$ cat config.mk
export PLATFORM = sky130hd
export DESIGN_NAME = valu_oprnd_dequeue_flat
export DESIGN_NICKNAME = d
export VERILOG_FILES = /design/src/rtl/valu_oprnd_dequeue_if.sv /design/src/rtl/valu_oprnd_dequeue.sv /design/src/flat_wrapper.sv
export SDC_FILE = /design/constraint.sdc
export NUM_CORES = 1
export LEC_CHECK = 0
export ABC_AREA = 0
export CAP_MARGIN = 15
export CORE_MARGIN = 4
export CORE_UTILIZATION = 25
export CTS_CLUSTER_SIZE = 12
export DETAILED_ROUTE_END_ITERATION = 6
export HOLD_SLACK_MARGIN = 0.12
export SYNTH_ARGS = -nofsm -noshare
export SYNTH_HDL_FRONTEND = slang
export SYNTH_SLANG_ARGS = --single-unit
$ cat constraint.sdc
create_clock -name clk -period 4.5 [get_ports clk]
set_input_delay 0.9 -clock clk [delete_from_list [all_inputs] [get_ports clk]]
set_output_delay 0.9 -clock clk [all_outputs]
set_load 0.005 [all_outputs]
$ cat src/rtl/valu_oprnd_dequeue_if.sv
// Operand-queue and ALU-lane signals of the VALU operand dequeue block.
// master = dequeue controller, slave = queues plus ALU lane.
interface valu_oprnd_dequeue_if #(
  parameter int WIDTH = 32
);
  logic             q_wr_a;
  logic             q_wr_b;
  logic             q_rd;
  logic [WIDTH-1:0] q_dout_a;
  logic [WIDTH-1:0] q_dout_b;
  logic [WIDTH-1:0] op_a;
  logic [WIDTH-1:0] op_b;
  logic             op_valid;
  logic             op_ready;

  modport master (
    input  q_wr_a, q_wr_b, q_dout_a, q_dout_b, op_ready,
    output q_rd, op_a, op_b, op_valid
  );

  modport slave (
    output q_wr_a, q_wr_b, q_dout_a, q_dout_b, op_ready,
    input  q_rd, op_a, op_b, op_valid
  );
endinterface

$ cat src/rtl/valu_oprnd_dequeue.sv
// Dequeues operand A/B pairs from two 5-entry queues and hands them to the ALU lane.
// Read-to-op_valid latency 2 cycles, 1 pair per 2 cycles; op_valid/op_a/op_b hold while !op_ready.
module valu_oprnd_dequeue #(
  parameter int WIDTH = 32,
  parameter int DEPTH = 5,
  parameter int VL_W  = 6
) (
  input  logic                 clk,
  input  logic                 rst,
  input  logic                 start,
  input  logic [VL_W-1:0]      vl,
  valu_oprnd_dequeue_if.master bus,
  output logic                 busy,
  output logic                 done,
  output logic                 q_err
);

  localparam int CNT_W = $clog2(DEPTH + 1);

  typedef enum logic [1:0] {S_IDLE, S_RUN, S_DONE} state_t;

  state_t           r_state;
  logic [CNT_W-1:0] r_cnt_a;
  logic [CNT_W-1:0] r_cnt_b;
  logic [VL_W-1:0]  r_vl;
  logic [VL_W-1:0]  r_issued;
  logic [VL_W-1:0]  r_accepted;
  logic             r_inflight;
  logic [WIDTH-1:0] r_op_a;
  logic [WIDTH-1:0] r_op_b;
  logic             r_op_valid;
  logic             r_busy;
  logic             r_done;
  logic             r_q_err;

  logic             w_rd;
  logic             w_hs;
  logic             w_last;
  logic             w_err;
  logic [CNT_W:0]   w_nxt_a;
  logic [CNT_W:0]   w_nxt_b;

  // Returns {error, next count}; saturates at DEPTH and floors at 0.
  function automatic logic [CNT_W:0] cnt_next(input logic [CNT_W-1:0] cnt,
                                               input logic wr, input logic rd);
    logic             err;
    logic [CNT_W-1:0] nxt;
    err = 1'b0;
    nxt = cnt;
    if (wr && !rd) begin
      if (cnt == CNT_W'(DEPTH)) err = 1'b1;
      else                      nxt = cnt + 1'b1;
    end else if (rd && !wr) begin
      if (cnt == '0) err = 1'b1;
      else           nxt = cnt - 1'b1;
    end
    return {err, nxt};
  endfunction

  // A read in the same cycle as either write would be dropped by the queue, so it waits.
  assign w_rd = (r_state == S_RUN) && (r_issued < r_vl) &&
                (r_cnt_a != '0) && (r_cnt_b != '0) &&
                !bus.q_wr_a && !bus.q_wr_b && !r_inflight &&
                (!r_op_valid || bus.op_ready);

  assign w_hs    = r_op_valid && bus.op_ready;
  assign w_last  = w_hs && ((r_accepted + VL_W'(1)) == r_vl);
  assign w_nxt_a = cnt_next(r_cnt_a, bus.q_wr_a, w_rd);
  assign w_nxt_b = cnt_next(r_cnt_b, bus.q_wr_b, w_rd);
  assign w_err   = w_nxt_a[CNT_W] | w_nxt_b[CNT_W];

  always_ff @(posedge clk or posedge rst) begin
    if (rst) begin
      r_state    <= S_IDLE;
      r_cnt_a    <= '0;
      r_cnt_b    <= '0;
      r_vl       <= '0;
      r_issued   <= '0;
      r_accepted <= '0;
      r_inflight <= 1'b0;
      r_op_a     <= '0;
      r_op_b     <= '0;
      r_op_valid <= 1'b0;
      r_busy     <= 1'b0;
      r_done     <= 1'b0;
      r_q_err    <= 1'b0;
    end else begin
      r_cnt_a    <= w_nxt_a[CNT_W-1:0];
      r_cnt_b    <= w_nxt_b[CNT_W-1:0];
      r_inflight <= w_rd;
      r_done     <= 1'b0;

      // Queue DataOut is valid the cycle after the read strobe.
      if (r_inflight) begin
        r_op_a     <= bus.q_dout_a;
        r_op_b     <= bus.q_dout_b;
        r_op_valid <= 1'b1;
      end else if (w_hs) begin
        r_op_valid <= 1'b0;
      end

      if (w_rd) r_issued   <= r_issued + VL_W'(1);
      if (w_hs) r_accepted <= r_accepted + VL_W'(1);

      if (r_state == S_IDLE && start) r_q_err <= w_err;
      else                            r_q_err <= r_q_err | w_err;

      case (r_state)
        S_IDLE: begin
          if (start) begin
            r_vl       <= vl;
            r_issued   <= '0;
            r_accepted <= '0;
            if (vl == '0) begin
              r_state <= S_DONE;
              r_done  <= 1'b1;
            end else begin
              r_state <= S_RUN;
              r_busy  <= 1'b1;
            end
          end
        end
        S_RUN: begin
          if (w_last) begin
            r_state <= S_DONE;
            r_busy  <= 1'b0;
            r_done  <= 1'b1;
          end
        end
        S_DONE: begin
          r_state <= S_IDLE;
        end
        default: begin
          r_state <= S_IDLE;
          r_busy  <= 1'b0;
        end
      endcase
    end
  end

  assign bus.q_rd     = w_rd;
  assign bus.op_a     = r_op_a;
  assign bus.op_b     = r_op_b;
  assign bus.op_valid = r_op_valid;
  assign busy         = r_busy;
  assign done         = r_done;
  assign q_err        = r_q_err;

endmodule

$ cat src/flat_wrapper.sv
// flat-port wrapper written by rule: the top's interface ports become plain ports
module valu_oprnd_dequeue_flat 
#(
  parameter int WIDTH = 32,
  parameter int DEPTH = 5,
  parameter int VL_W  = 6
)
  (clk, rst, start, vl, busy, done, q_err, bus_q_wr_a, bus_q_wr_b, bus_q_dout_a, bus_q_dout_b, bus_op_ready, bus_q_rd, bus_op_a, bus_op_b, bus_op_valid);
  valu_oprnd_dequeue_if #(.WIDTH(WIDTH)) bus_i ();
  input  logic clk;
  input  logic rst;
  input  logic start;
  input  logic [VL_W-1:0] vl;
  output logic busy;
  output logic done;
  output logic q_err;
  input wire logic [$bits(bus_i.q_wr_a)-1:0] bus_q_wr_a;
  input wire logic [$bits(bus_i.q_wr_b)-1:0] bus_q_wr_b;
  input wire logic [$bits(bus_i.q_dout_a)-1:0] bus_q_dout_a;
  input wire logic [$bits(bus_i.q_dout_b)-1:0] bus_q_dout_b;
  input wire logic [$bits(bus_i.op_ready)-1:0] bus_op_ready;
  output wire logic [$bits(bus_i.q_rd)-1:0] bus_q_rd;
  output wire logic [$bits(bus_i.op_a)-1:0] bus_op_a;
  output wire logic [$bits(bus_i.op_b)-1:0] bus_op_b;
  output wire logic [$bits(bus_i.op_valid)-1:0] bus_op_valid;
  assign bus_i.q_wr_a = bus_q_wr_a;
  assign bus_i.q_wr_b = bus_q_wr_b;
  assign bus_i.q_dout_a = bus_q_dout_a;
  assign bus_i.q_dout_b = bus_q_dout_b;
  assign bus_i.op_ready = bus_op_ready;
  assign bus_q_rd = bus_i.q_rd;
  assign bus_op_a = bus_i.op_a;
  assign bus_op_b = bus_i.op_b;
  assign bus_op_valid = bus_i.op_valid;
  valu_oprnd_dequeue #(.WIDTH(WIDTH), .DEPTH(DEPTH), .VL_W(VL_W)) u_core (.clk(clk), .rst(rst), .start(start), .vl(vl), .bus(bus_i), .busy(busy), .done(done), .q_err(q_err));
endmodule
==> metrics.md, run 1 <==
| Metric | Value |
|---|---|
| Combinational Power Share | `41.9%` |
| Final slew viol count | `0` |
| Synth Area in Compound Gates | `8.66%` |
| Global-route wire length before repair | `16.3 mm` |
| ANT cells | `0` |
| EDFF count, synth | `0` |
| HP Class | `flop to flop` |
| Routability cong. | `0.806` |
| CP Capture Type | `primary output` |
| Fill cells | `1576` |
| Final period util | `84.0%` |
| Relative slew slack | `45.0%` |
| Syn Area/Cell | `12.7 um2` |
| WL met2 | `4.63 mm` |
| Clock Skews | `6.28 ps` |
| Power Density | `654 mW/mm2` |
| Syn Nets | `410` |
| Rows | `46` |
| Post-route ant nets | `0` |
| Die extent in y | `136 um` |
| FMAX | `0.264 GHz` |
| Adder-Cell Fraction of Synth Area | `3.10%` |
| Switch Pwr | `1.19 mW` |
| Total Wirelength | `9.95 mm` |
| P_int | `2.83 mW` |
| Mux cell area share after synthesis | `18.3%` |
| Sw frac | `29.6%` |
| Setup ws final | `719 ps` |
| DR WL met3 | `855 um` |
| Initial DRC count | `164` |
| Multi-input gate area | `0.00164 mm2` |
| Hold_buf cts | `0` |
| Detailed placement HPWL | `7.36 mm` |
| TritonCTS clock tree | `built` |
| Setup repair bufs after CTS | `0` |
| Synth Register Bits | `95` |
| Wire per inst | `14.4 um` |
| FF+latch area | `0.00238 mm2` |
| Grt ovf | `0` |
| Seq pwr share | `38.1%` |
| Synth top area share | `57.8%` |
| Post-route DRC | `0` |
| Ports | `145` |
| Reg clk slew, reported paths | `70 ps` |
| Setup CP Type | `input port to primary output` |
| TritonCTS Sinks | `95` |
| Synth area leaders | `dfrtp_1 58%, mux2_2 18%, o21ai_0 2.2%` |
| PostCTS Resize Cnt | `0` |
| 1st-pass router iterations | `5` |
| Root Buffer | `clkbuf_16` |
| P&R area growth vs syn | `49.2%` |
| Setup WS pre-CTS | `735 ps` |
| RSZ-0062 raised after global routing | `false` |
| Setup TNS | `0 ps` |
| Mapped Cells | `325` |
| Clock Power Share | `20.0%` |
| Starting Density | `25.7%` |
| Setup crit start kind | `input port` |
| Leakage Power | `2.48 nW` |
| Die W | `136 um` |
| Vias in the first global route | `3292` |
| Vias | `3091` |
| Most frequent cell after synthesis | `dfrtp_1` |
| Initial antenna violation count | `0` |
| Clock buffer depth | `2` |
| All-Layer GR Usage | `11.0%` |
| Port bufs | `144` |
| Setup violators final | `0` |
| Syn Std Cell Area | `0.00412 mm2` |
| Seq/Total Area, Yosys | `57.8%` |
| Crit path DAT | `2880 ps` |
| Post-synthesis xor/xnor area fraction | `1.91%` |
| Share of cells above drive strength 1 | `18.5%` |
| Max Used Layer | `met4` |
| CTS Buf Count | `9` |
| Post-synthesis simple-gate area fraction | `7.69%` |
| Largest net degree at the start of global routing | `96` |
| Predominant post-synthesis flop cell | `dfrtp_1` |
| Die Area | `0.0186 mm2` |
| Synth area leader | `dfrtp_1` |
| Max-cap violations | `0` |
| Ys Warns | `0` |
| Post-synth top cells | `95 x dfrtp_1, 65 x mux2_2, 23 x nand2_1, 18 x o21ai_0, 15 x inv_1` |
| Maximum vdd drop | `0.000269 V` |
| H-tree depth | `3` |
| Required time worst endpoint | `3600 ps` |
| Clk Latency, worst-skew pair | `340 ps` |
| Hold Vio Cnt, Final | `0` |
| Final Critical Period | `3780 ps` |
| Wire length on met1 | `4.33 mm` |
| Worst-path maximum fanout | `5` |
| Least-Margin Pin Slew | `825 ps` |
| Synth cell types | `42` |
| Async S/R FF share, synth | `100%` |
| Core Box Area | `0.0160 mm2` |
| Outcome | `completed` |
| Worst hold slack | `500 ps` |
| Largest family of logic cells by synthesized area | `multiplexers` |
| Final nets | `556` |
| Vias/cell | `4.47` |
==> per-stage QoR <==
step,total power [mW],utilization (%),instances,area [um2]
floorplan,2.35,-,325,4120
global placement,3.21,36.4,676,5830
detailed placement,3.27,36.4,676,5830
CTS,4.10,38.4,692,6140
global route,4.32,38.4,692,6140
finish,4.02,38.4,692,6140
==> placed cells by master (no fill, tap or decap), types with 3 or more instances in the layout <==
cell / n
or3_1: 4
nor2_1: 8
o31ai_1: 4
nand2_1: 23
or4_1: 3
nor3_1: 3
dfrtp_1: 94
a31oi_1: 3
o32ai_1: 3
nand4_1: 3
o21ai_0: 18
a21oi_1: 11
inv_1: 14
ha_1: 7
clkbuf_16: 9
xnor2_1: 6
clkdlybuf4s50_1: 144
buf_4: 3
mux2_2: 65
xor2_1: 3
nand3_1: 7
nor2b_1: 4
==> worst paths after layout <==
path                            depth (start not counted)         startpoint  slack (ps)                  end
worst max-delay path                                    6         bus_q_wr_b         720             bus_q_rd
max in group asynchronous                               3                rst        3090    u_core.r_inflight
worst min register to register                          1  u_core.r_inflight         500  u_core.bus.op_valid
worst min-delay path                                    1  u_core.r_inflight         500  u_core.bus.op_valid
worst max register to register                          7     u_core.r_vl[2]        2130    u_core.r_cnt_b[1]
min in group asynchronous                               3                rst        1010   u_core.bus.op_a[8]
==> logic make-up (layout without fill, tap and decap cells) <==
family	count (synthesis)	after routing
compound gates	54	54
xor+xnor	9	9
fa+ha+maj	9	9
buf+inv	28	179
flops	95	95
mux	67	67
simple gates	63	63
==> power by group through the flow <==
stage	sequential [mW]	clock (mW)	combinational, mW
floorplan	1.53	0	0.827
global placement	1.54	0	1.68
detailed placement	1.55	0	1.72
CTS	1.54	0.838	1.72
global route	1.60	0.871	1.85
finish	1.53	0.802	1.68
==> critical path: stages <==
cell and delay (ps):
clkdlybuf4s50_1 470, inv_1 180, nand4_1 130, or3_1 350
nor2_1 280, clkdlybuf4s50_1 570
==> final cells by class <==
cell class / count / area share [%]
timing repair buffer: 148 / 24.2
tap: 216 / 4.40
multi-input combinational: 202 / 26.6
inverter: 15 / 0.937
clock inverter: 5 / 1.34
sequential: 95 / 38.7
clock buffer: 11 / 3.79
==> metal layers <==
metal  track usage [%]  vias up
li1                  -     1458
met1              13.6     1496
met2              17.9      124
met3              3.55       13
met4              3.92        0
met5                 0        -
==> state kept, by name, summed over array words and instances (netlist names) <==
register             count
u_core.bus.op_b         32
u_core.q_err             1
u_core.r_cnt_a           3
u_core.busy              1
u_core.done              1
u_core.bus.op_a         32
u_core.r_cnt_b           3
u_core.r_inflight        1
u_core.bus.op_valid      1
u_core.r_vl              6
u_core.r_state           2
u_core.r_accepted        6
u_core.r_issued          6
Note: power is estimated with default switching activity, not from simulation.
==> run 2: changes to the inputs <==
- clock period: 4.5 -> 3.3 ns (I/O delays scaled with it)
==> run 2 against run 1 <==
  * Non-clock buffer count grew 2
  * Global-route usage is 0.20 points lower
  * Via count rose by 1.3%
  * Critical path type is now flop to primary output
  * Largest power group unchanged
==> metrics.md, run 2 (synthesis results as in run 1) <==
| Metric | Value |
|---|---|
| Outcome | `completed` |
| Power Density | `879 mW/mm2` |
| Wire per inst | `14.6 um` |
| Clk Latency, worst-skew pair | `330 ps` |
| Clock Skews | `5.75 ps` |
| Initial DRC count | `137` |
| Global-route wire length before repair | `16.0 mm` |
| ANT cells | `0` |
| Final slew viol count | `0` |
| Die W | `136 um` |
| HP Class | `flop to flop` |
| Largest delay share family, worst path | `simple AND/OR/NAND/NOR gates` |
| Die extent in y | `136 um` |
| Hold_buf cts | `0` |
| Post-route DRC | `0` |
| Largest net degree at the start of global routing | `96` |
| FMAX | `0.321 GHz` |
| CTS Buf Count | `9` |
| Buf/Inv on CP | `2` |
| FF+latch area | `0.00238 mm2` |
| Final nets | `558` |
| Relative slew slack | `45.5%` |
| Rows | `46` |
| Clock Power Share | `18.0%` |
| Maximum vdd drop | `0.000361 V` |
| Setup CP Type | `flop to primary output` |
| TritonCTS clock tree | `built` |
| Hold Crit Depth | `1` |
| CP peak stage delay | `530 ps` |
| Seq pwr share | `38.9%` |
| Vias/cell | `4.51` |
| Critical-path cell list | `inv_1 -> ha_1 -> a21oi_1 -> nand4_1 -> or3_1 -> nor2_1 -> clkdlybuf4s50_1` |
| Hold Vio Cnt, Final | `0` |
| Post-route ant nets | `0` |
| Required time worst endpoint | `2640 ps` |
| Setup WS pre-CTS | `149 ps` |
| Switch Pwr | `1.64 mW` |
| Most common cell after layout, fill and taps aside | `clkdlybuf4s50_1` |
| Vias | `3131` |
| CP max-delay cell | `clkdlybuf4s50_1` |
| Most frequent cells in the layout | `144 x clkdlybuf4s50_1, 94 x dfrtp_1, 65 x mux2_2, 23 x nand2_1, 18 x o21ai_0` |
| Sw frac | `30.5%` |
| TritonCTS Sinks | `95` |
| Cells after DPL | `678` |
| Die Area | `0.0186 mm2` |
| Grt ovf | `0` |
| H-tree depth | `3` |
| Reg clk slew, reported paths | `70 ps` |
| Setup ws final | `182 ps` |
| Setup TNS | `0 ps` |
| Routability cong. | `0.786` |
| Final Instance Count excl. Fillers | `694` |
| Clock buffer depth | `2` |
| Critical R2R Launch | `u_core.r_vl[5]` |
| Starting Density | `25.7%` |
| Least-Margin Pin Slew | `818 ps` |
| Port bufs | `144` |
| Share of cells above drive strength 1 | `19.0%` |
| Initial antenna violation count | `0` |
| RSZ-0062 raised after global routing | `false` |
| Hold EP | `u_core.bus.op_a[18]` |
| Fill cells | `1567` |
| Worst-path maximum fanout | `3` |
| R2r setup slk | `950 ps` |
| Root Buffer | `clkbuf_16` |
| Multi-input gate area | `0.00164 mm2` |
| Final Critical Period | `3120 ps` |
| Detailed placement HPWL | `7.48 mm` |
| Vias in the first global route | `3263` |
| Max-cap violations | `0` |
| Leakage Power | `2.47 nW` |
| Core Box Area | `0.0160 mm2` |
| Crit path DAT | `2460 ps` |
| Final period util | `94.5%` |
| P&R area growth vs syn | `48.7%` |
| Setup violators final | `0` |
| Reg2reg end | `u_core.r_issued[5]` |
| All-Layer GR Usage | `10.8%` |
| P_int | `3.74 mW` |
| Setup crit start kind | `flop` |
| Total Wirelength | `10.1 mm` |
| Ports | `145` |
| Min-delay src | `u_core.bus.op_a[18]` |
| R2R cell count | `8` |
| 1st-pass router iterations | `4` |
| Combinational Power Share | `43.2%` |
| CP Capture Type | `primary output` |
==> run 2: cell types whose count changed in the layout (fill, tap and decap cells not counted), sizes merged <==
cell      delta
buf          +2
bufinv       -2
clkbuf       +1
clkinv       -2
clkinvlp     +3
==> run 2: worst max path at each step <==
stage / startpoint / endpoint / slack (ps) / cells after the start
floorplan: rst / u_core.bus.op_a[0] / 160 / 1
global placement: bus_op_ready / bus_q_rd / 200 / 6
detailed placement: bus_q_wr_b / bus_q_rd / 150 / 6
CTS: bus_q_wr_b / bus_q_rd / 130 / 6
global route: u_core.r_vl[5] / bus_q_rd / 9 / 7
finish: u_core.r_vl[5] / bus_q_rd / 180 / 7
==> run 2: repair_timing <==
item	CTS	global route
setup endpoints to repair	0	1
resized for setup	0	1
setup buffers	0	0
hold endpoints to repair	0	0
==> run 2: metrics by stage <==
step | area [um2] | hold slack (ps) | utilization (%) | power (mW)
floorplan | 4120 | 459 | - | 3.21
global placement | 5840 | 488 | 36.5 | 4.39
detailed placement | 5840 | 494 | 36.5 | 4.47
CTS | 6120 | 510 | 38.2 | 5.47
global route | 6120 | 514 | 38.2 | 5.77
finish | 6120 | 504 | 38.2 | 5.38
==> run 2: final cells by class <==
class                           count  share of cell area [%]
Clock buffer                       12                    4.03
Clock inverter                      4                   0.511
Inverter                           15                   0.941
Multi-Input combinational cell    202                    26.7
Sequential cell                    95                    38.9
Tap cell                          216                    4.42
Timing Repair Buffer              150                    24.5
==> run 2: worst register-to-register path: cells and delay by family, from the launching register on <==
kind | cells | cell delay (ps)
compound gates | 2 | 360
fa+ha+maj | 1 | 310
buf+inv | 2 | 260
flops | 1 | 380
simple gates | 3 | 960
==> run 2: routing by layer <==
layer  wire length [um]  global-route usage (%)
met2               4710                    17.6
met1               4360                    13.3
met5                  0                       0
met3                882                    3.59
met4                153                    3.64
==> run 2: power by group through the flow <==
stage               Combinational (mW)  Clock, mW  Sequential [mW]
detailed placement                2.35          0             2.12
CTS                               2.36       1.01             2.10
global placement                  2.30          0             2.09
finish                            2.32      0.967             2.09
floorplan                         1.13          0             2.08
global route                      2.54       1.06             2.18
==> run 3: changes to the inputs <==
- DONT_BUFFER_PORTS: unset -> 1
- SETUP_SLACK_MARGIN: unset -> 0.4
==> run 3 against run 2 <==
  * Combinational power decreased by 43%
  * Routed wire length is 12% lower
  * Critical endpoint unchanged
  * First-iteration DRC count decreased by 17%
  * Register-to-register slack better by 180 ps
==> metrics.md, run 3 (synthesis results as in run 1) <==
| Metric | Value |
|---|---|
| Outcome | `completed` |
| P&R area growth vs syn | `14.0%` |
| Die W | `136 um` |
| Most common cell after layout, fill and taps aside | `dfrtp_1` |
| Fill cells | `1643` |
| Final Critical Period | `2690 ps` |
| Critical-path cell list | `inv_1 -> ha_1 -> a21oi_1 -> nand4_1 -> or3_4 -> nor2_2` |
| TritonCTS clock tree | `built` |
| Setup repair bufs after CTS | `0` |
| Switch Pwr | `1.52 mW` |
| Hold Vio Cnt, Final | `0` |
| Largest net degree at the start of global routing | `78` |
| H-tree depth | `3` |
| Clock Power Share | `22.1%` |
| Sw frac | `33.5%` |
| Final slew viol count | `0` |
| Root Buffer | `clkbuf_16` |
| CTS Buf Count | `9` |
| ANT cells | `0` |
| Cells after DPL | `532` |
| Core Box Area | `0.0160 mm2` |
| Final Instance Count excl. Fillers | `548` |
| Hold_buf cts | `0` |
| Rows | `46` |
| CP Capture Type | `primary output` |
| Ports | `145` |
| HP Class | `input port to asynchronous set/reset pin` |
| Setup CP Type | `flop to primary output` |
| Reg clk slew, reported paths | `70 ps` |
| Wire per inst | `16.3 um` |
| Detailed placement HPWL | `6.70 mm` |
| Post-route DRC | `0` |
| FMAX | `0.371 GHz` |
| R2r setup slk | `1130 ps` |
| Setup crit start kind | `flop` |
| 1st-pass router iterations | `4` |
| RSZ-0062 raised after global routing | `false` |
| Vias | `2534` |
| Clock Skews | `9.97 ps` |
| Combinational Power Share | `29.2%` |
| TritonCTS Sinks | `95` |
| Relative slew slack | `40.3%` |
| Clock buffer depth | `2` |
| Crit path DAT | `2030 ps` |
| Die extent in y | `136 um` |
| Final nets | `412` |
| CP peak stage delay | `440 ps` |
| Required time worst endpoint | `2640 ps` |
| Least-Margin Pin Slew | `891 ps` |
| DR WL met3 | `764 um` |
| Setup TNS | `0 ps` |
| Worst Setup SP | `u_core.r_vl[5]` |
| Initial DRC count | `114` |
| Final period util | `81.6%` |
| Global-route wire length before repair | `13.6 mm` |
| Critical R2R Launch | `u_core.r_vl[5]` |
| Die Area | `0.0186 mm2` |
| CP max-delay cell | `or3_4` |
| Vias in the first global route | `2615` |
| PostCTS Resize Cnt | `1` |
| Routability cong. | `0.858` |
| Wire length on met1 | `3.47 mm` |
| All-Layer GR Usage | `9.51%` |
| Max Used Layer | `met4` |
| P_int | `3.02 mW` |
| Power Density | `968 mW/mm2` |
| Maximum vdd drop | `0.000431 V` |
| Worst-path maximum fanout | `16` |
| Vias/cell | `4.62` |
| Initial antenna violation count | `0` |
| Max-cap violations | `0` |
| Grt ovf | `0` |
| Port bufs | `0` |
| WL met2 | `4.55 mm` |
| Leakage Power | `1.91 nW` |
| Clk Latency, worst-skew pair | `340 ps` |
| Share of cells above drive strength 1 | `27.7%` |
| Setup violators final | `0` |
| Total Wirelength | `8.93 mm` |
| Most frequent cells in the layout | `94 x dfrtp_1, 65 x mux2_2, 23 x nand2_1, 18 x o21ai_0, 14 x inv_1` |
| Starting Density | `25.7%` |
| Seq pwr share | `48.7%` |
| Post-route ant nets | `0` |
[run 3: area by class of cell]
cell class,count,area [um2],area share (%)
Multi-Input combinational cell,202,1640,35.0
Inverter,15,60.1,1.28
Sequential cell,95,2380,50.7
Clock buffer,12,267,5.68
Tap cell,216,270,5.76
Clock inverter,4,28.8,0.613
Timing Repair Buffer,4,42.5,0.907
[run 3: layer usage]
layer / up-vias / track usage, %
met5: - / 0
met4: 0 / 3.70
met3: 12 / 3.74
met2: 98 / 15.8
met1: 1246 / 11.0
li1: 1178 / -
[run 3: critical path, delay by kind of cell, from the launching register on]
kind                     cells  cell delay, ps
buffers and inverters        1              70
AO/OA/AOI/OAI                1             150
adder cells (fa/ha/maj)      1             310
AND/OR/NAND/NOR              3             800
flip-flops                   1             360
[run 3: power groups by stage]
stage                     combinational (mW)  clock (mW)  sequential (mW)
after global routing                    1.50        1.10             2.29
after detailed placement                1.34           0             2.25
after floorplan                         1.13           0             2.08
after global placement                  1.28           0             2.24
final                                   1.32        1.01             2.21
after CTS                               1.35        1.05             2.23
[run 3: path summary, 6_finish.rpt]
| kind | end | cells past startpoint |
|---|---|---|
| worst max-delay path | bus_q_rd | 6 |
| worst min-delay path | u_core.r_cnt_b[1] | 1 |
| worst max register to register | u_core.r_issued[4] | 7 |
| worst min register to register | u_core.r_cnt_a[2] | 1 |
| max in group asynchronous | u_core.bus.op_b[12] | 2 |
| min in group clk | u_core.r_vl[0] | 2 |
[run 3: stage by stage]
| stage | power [mW] | setup WS, ps | hold slack (ps) | instance area (um2) | utilization (%) |
|---|---|---|---|---|---|
| finish | 4.54 | 606 | 192 | 4690 | 29.3 |
| global route | 4.89 | 464 | 200 | 4690 | 29.3 |
| CTS | 4.63 | 431 | 191 | 4690 | 29.3 |
| detailed placement | 3.59 | 750 | 501 | 4390 | 27.4 |
| global placement | 3.52 | 754 | 515 | 4390 | 27.4 |
| floorplan | 3.21 | 1080 | 459 | 4120 | - |
